==> config.mk <==
export PLATFORM = sky130hd
export DESIGN_NAME = router_ingress
export DESIGN_NICKNAME = d
export VERILOG_FILES = /design/src/rtl/router_ingress.sv
export SDC_FILE = /design/constraint.sdc
export NUM_CORES = 1
export LEC_CHECK = 0
export ABC_CLOCK_PERIOD_IN_PS = 2300
export BUFFER_PORTS_ARGS = -buffer_cell sky130_fd_sc_hd__buf_4
export CAP_MARGIN = 25
export CORE_MARGIN = 5
export CORE_UTILIZATION = 56
export CTS_CLUSTER_SIZE = 8
export DETAILED_ROUTE_END_ITERATION = 10
export GPL_ROUTABILITY_DRIVEN = 0
export PLACE_DENSITY = 0.86
export SYNTH_ARGS = -nofsm -noshare
export SYNTH_HDL_FRONTEND = slang
export SYNTH_SLANG_ARGS = --single-unit
==> constraint.sdc <==
create_clock -name clock -period 2.3 [get_ports clock]
set_input_delay 0.115 -clock clock [delete_from_list [all_inputs] [get_ports clock]]
set_output_delay 0.115 -clock clock [all_outputs]
set_load 0.01 [all_outputs]
==> src/rtl/router_ingress.sv <==
// Packet ingress for the 1x3 router: decodes the header byte and steers header, payload and parity into one of three FIFOs.
// Latency: header written one cycle after acceptance (more if the target FIFO is full); payload and parity pass through combinationally.
// Backpressure: busy holds the source while the selected FIFO is full and during header replay and parity check; unused addr 3 is drained.
module router_ingress #(
    parameter int DATA_WIDTH = 8
) (
    input  logic                  clock,
    input  logic                  reset,
    input  logic                  pkt_valid,
    input  logic [DATA_WIDTH-1:0] data_in,
    input  logic [2:0]            fifo_full,
    output logic                  busy,
    output logic [DATA_WIDTH-1:0] data_out,
    output logic [2:0]            write_enb,
    output logic                  lfd_state,
    output logic                  parity_done,
    output logic                  err
);

    localparam int LEN_W = DATA_WIDTH - 2;

    typedef struct packed {
        logic [LEN_W-1:0] len;
        logic [1:0]       addr;
    } hdr_t;

    typedef enum logic [2:0] {
        S_IDLE,
        S_WAIT_FULL,
        S_LOAD_FIRST,
        S_LOAD_DATA,
        S_CHECK,
        S_DROP
    } state_t;

    state_t                state_q, state_d;
    hdr_t                  hdr_q, hdr_d;
    logic [DATA_WIDTH-1:0] par_q, par_d;
    logic [DATA_WIDTH-1:0] rx_par_q, rx_par_d;
    logic [5:0]            cnt_q, cnt_d;
    logic                  err_q, err_d;
    logic                  drop_done_q, drop_done_d;

    hdr_t hdr_in;
    logic sel_full;
    logic [2:0] sel_we;

    assign hdr_in = hdr_t'(data_in);

    function automatic logic full_of(input logic [2:0] ff, input logic [1:0] a);
        case (a)
            2'd0:    return ff[0];
            2'd1:    return ff[1];
            2'd2:    return ff[2];
            default: return 1'b0;
        endcase
    endfunction

    function automatic logic [2:0] onehot_of(input logic [1:0] a);
        case (a)
            2'd0:    return 3'b001;
            2'd1:    return 3'b010;
            2'd2:    return 3'b100;
            default: return 3'b000;
        endcase
    endfunction

    assign sel_full = full_of(fifo_full, hdr_q.addr);
    assign sel_we   = onehot_of(hdr_q.addr);

    always_comb begin
        state_d     = state_q;
        hdr_d       = hdr_q;
        par_d       = par_q;
        rx_par_d    = rx_par_q;
        cnt_d       = cnt_q;
        err_d       = err_q;
        drop_done_d = 1'b0;
        busy        = 1'b0;
        data_out    = '0;
        write_enb   = 3'b000;
        lfd_state   = 1'b0;
        parity_done = drop_done_q;

        case (state_q)
            S_IDLE: begin
                if (pkt_valid) begin
                    err_d = 1'b0;
                    if (hdr_in.addr == 2'd3) begin
                        state_d = S_DROP;
                    end else begin
                        hdr_d   = hdr_in;
                        par_d   = data_in;
                        cnt_d   = '0;
                        state_d = full_of(fifo_full, hdr_in.addr) ? S_WAIT_FULL : S_LOAD_FIRST;
                    end
                end
            end
            S_WAIT_FULL: begin
                busy = 1'b1;
                if (!sel_full) state_d = S_LOAD_FIRST;
            end
            S_LOAD_FIRST: begin
                busy      = 1'b1;
                data_out  = hdr_q;
                write_enb = sel_we;
                lfd_state = 1'b1;
                state_d   = S_LOAD_DATA;
            end
            S_LOAD_DATA: begin
                busy     = sel_full;
                data_out = data_in;
                if (!sel_full) begin
                    write_enb = sel_we;
                    if (pkt_valid) begin
                        par_d = par_q ^ data_in;
                        if (cnt_q != 6'd63) cnt_d = cnt_q + 6'd1;
                    end else begin
                        // pkt_valid low marks the trailing parity byte
                        rx_par_d = data_in;
                        state_d  = S_CHECK;
                    end
                end
            end
            S_CHECK: begin
                busy        = 1'b1;
                parity_done = 1'b1;
                err_d       = (rx_par_q != par_q) || (32'(cnt_q) != 32'(hdr_q.len));
                state_d     = S_IDLE;
            end
            S_DROP: begin
                if (!pkt_valid) begin
                    drop_done_d = 1'b1;
                    state_d     = S_IDLE;
                end
            end
            default: state_d = S_IDLE;
        endcase

        if (reset) begin
            busy        = 1'b0;
            data_out    = '0;
            write_enb   = 3'b000;
            lfd_state   = 1'b0;
            parity_done = 1'b0;
        end
    end

    always_ff @(posedge clock) begin
        if (reset) begin
            state_q     <= S_IDLE;
            hdr_q       <= '0;
            par_q       <= '0;
            rx_par_q    <= '0;
            cnt_q       <= '0;
            err_q       <= 1'b0;
            drop_done_q <= 1'b0;
        end else begin
            state_q     <= state_d;
            hdr_q       <= hdr_d;
            par_q       <= par_d;
            rx_par_q    <= rx_par_d;
            cnt_q       <= cnt_d;
            err_q       <= err_d;
            drop_done_q <= drop_done_d;
        end
    end

    assign err = err_q;

    a_we_onehot: assert property (@(posedge clock) $onehot0(write_enb));

endmodule

==> qor.yml <==
ios: 29
syn_nets: 256
syn-instance-count: 241
cp_slowest_cell: "or4_1"
synth.distinct_cells: 39
start_util_pct: 57.8
ctsHtreeMaxLevel: 2
path_cells: "buf_4 > and3b_1 > o211ai_1 > a211o_1 > or4_1 > a21oi_1"
max_cap_viol_count: 0
fmax_mhz: 480
clkLatencyLatePin_ns: 0.34
synth_area_per_cell_um2: 8.07
end_kind: "flop"
hold_viol_final: 0
die_y_um: 68.9
dr.pass1.iters: 4
status: "finished, final reports clean"
ys_ff_latch: 35
core_area_mm2: 0.00336
grt_pass1_vias: 1666
synth-edff-count: 0
cts.path.max_buffers: 2
fill_cells: 302
final-setup-viol-count: 0
crit_arrival_ns: 2.36
rsz0062_at_grt: "false"
netlist_area_mm2: 0.00195
die_w_um: 68.9
cts-buffers-inserted: 5
hold_class: "in -> reg"
cts.sinks: 35
postRouteAntennaNets: 0
crit_required_ns: 2.57
final_common_cell: "nor2_1"
seq_area_frac_synth_pct: 36.0
vdd_drop_max_mv: 0.367
critical_path.max_stage_delay_ns: 0.48
std_cell_rows: 21
num_vias: 1757
power_density_mw_per_mm2: 671
drc: 0
tns_ns: 0
fin_nets: 281
clkTransAtPathRegs_ns: 0.11
portBuffers: 28
hold_depth: 3
final_util_pct: 67.7
period_share_pct: 90.6
grt_pass1_wl_um: 7560
cts_root_buf: "clkbuf_4"
skew_ns: 0.00962
synth_flop_cell: "dfxtp_1"
async_reset_ff_share_pct: 0
wl_per_cell_um: 14.2
ys_warn_count: 0
drt_iter0_drc: 139
p_leak_uw: 0.000983
drive_gt1_share_pct: 16.9
maxSlewViolCount: 0
fin_crit_ns: 2.08
diodes: 0
wl_um: 4440
overflow: 0
grt_max_degree: 34
die_area_mm2: 0.00475
mostFrequentLayoutCells: "39 x nor2_1, 35 x dfxtp_1, 34 x buf_4"
r2r_cells: 6
worstMarginPinSlew_ns: 0.685
grt_usage_pct: 21.3
start_kind: "flop"
viasPerCell: 5.63
antenna_found_initial: 0
dpl.hpwl_um: 3110
max_slew_margin_pct: 54.3
crit_path_max_fanout: 21
path_class: "reg -> reg"
synthToLayoutAreaGrowth_pct: 17.0
cts_tree: "built"
==> layout make-up <==
cell class / count / area, um2 / area share (%)
clock buffers: 5 / 37.5 / 1.65
repair buffers: 34 / 255 / 11.2
clock inverters: 2 / 37.5 / 1.65
well taps: 46 / 57.6 / 2.53
flip-flops and latches: 35 / 701 / 30.8
inverters: 4 / 15.0 / 0.660
multi-input cells: 186 / 1170 / 51.5
==> flip-flops by register name, indices dropped and copies added (netlist names) <==
signal and cells:
rx_par_q 8, drop_done_q 1, cnt_q 6, hdr_q 8, state_q 3, par_q 8
err 1
==> through the flow <==
| stage | area, um2 | setup slack [ns] | hold WS [ns] | std cells | power [uW] |
|---|---|---|---|---|---|
| 2_1_floorplan | 1950 | 0.281 | 0.205 | 241 | 987 |
| 3_3_place_gp | 2200 | 0.224 | 0.373 | 305 | 1090 |
| 3_5_place_dp | 2200 | 0.163 | 0.387 | 305 | 1110 |
| 4_1_cts | 2270 | 0.127 | 0.0251 | 312 | 1530 |
| 5_1_grt | 2280 | 0.108 | 0.0180 | 312 | 1620 |
| 6_report | 2280 | 0.215 | 0.0309 | 312 | 1530 |
==> cell usage after synthesis (2+ instances only) <==
cell | n | area (um2)
nor2_1 | 39 | 146
dfxtp_1 | 35 | 701
nand2_1 | 27 | 101
xor2_1 | 22 | 193
mux2i_1 | 18 | 180
a21oi_1 | 14 | 70.1
clkbuf_1 | 14 | 52.6
a21boi_0 | 9 | 67.6
nor3_1 | 6 | 30.0
o21ai_0 | 6 | 30.0
a2111oi_0 | 4 | 35.0
inv_1 | 4 | 15.0
nand3b_1 | 4 | 30.0
nor4_1 | 4 | 25.0
nand2b_1 | 3 | 18.8
nand3_1 | 3 | 15.0
xnor2_1 | 3 | 26.3
a211oi_1 | 2 | 15.0
mux2_2 | 2 | 22.5
nand4_1 | 2 | 12.5
o31ai_1 | 2 | 15.0
==> repair_timing <==
action	in CTS	in global routing
setup buffers	0	0
setup endpoints to repair	0	2
resized for setup	0	2
hold buffers	0	0
==> final timing paths <==
path / startpoint / to / slack [ns]
max reg2reg: state_q[0] / cnt_q[5] / 0.22
min reg2reg: hdr_q[4] / hdr_q[4] / 0.49
min: data_in[2] / rx_par_q[2] / 0.03
max: state_q[0] / cnt_q[5] / 0.22
==> cells by family (layout without fill, tap and decap cells) <==
kind of cell | after synthesis | in the layout | synth area share (%)
muxes | 20 | 20 | 10.4
AOI/OAI and AO/OA | 45 | 45 | 15.3
and+or+nand+nor | 95 | 95 | 22.4
buffers and inverters | 20 | 45 | 3.92
xor gates and xnor gates | 25 | 25 | 11.3
DFF | 35 | 35 | 36.0
adders and majority gates | 1 | 1 | 0.643
==> routing by layer <==
metal	vias up	wire length [um]	track usage (%)	share of wire, %
met3	15	201	3.89	4.5
li1	880	-	-	-
met1	820	1950	26.7	44
met2	42	2150	35.6	49
met5	-	0	0	0
met4	0	127	9.00	2.9
==> worst max-delay path, delay by kind of cell (launching register included) <==
| family | cells | cell delay [ns] |
|---|---|---|
| DFF | 1 | 0.35 |
| AOI/OAI and AO/OA | 3 | 0.67 |
| and+or+nand+nor | 2 | 0.71 |
| buffers and inverters | 1 | 0.28 |
==> where the power goes <==
part | leakage [uW] | internal [uW] | switching, uW
clock network | 0.0000373 | 223 | 203
logic | 0.000661 | 180 | 234
registers | 0.000284 | 648 | 38.7
Power figures use the tool's default switching activity.
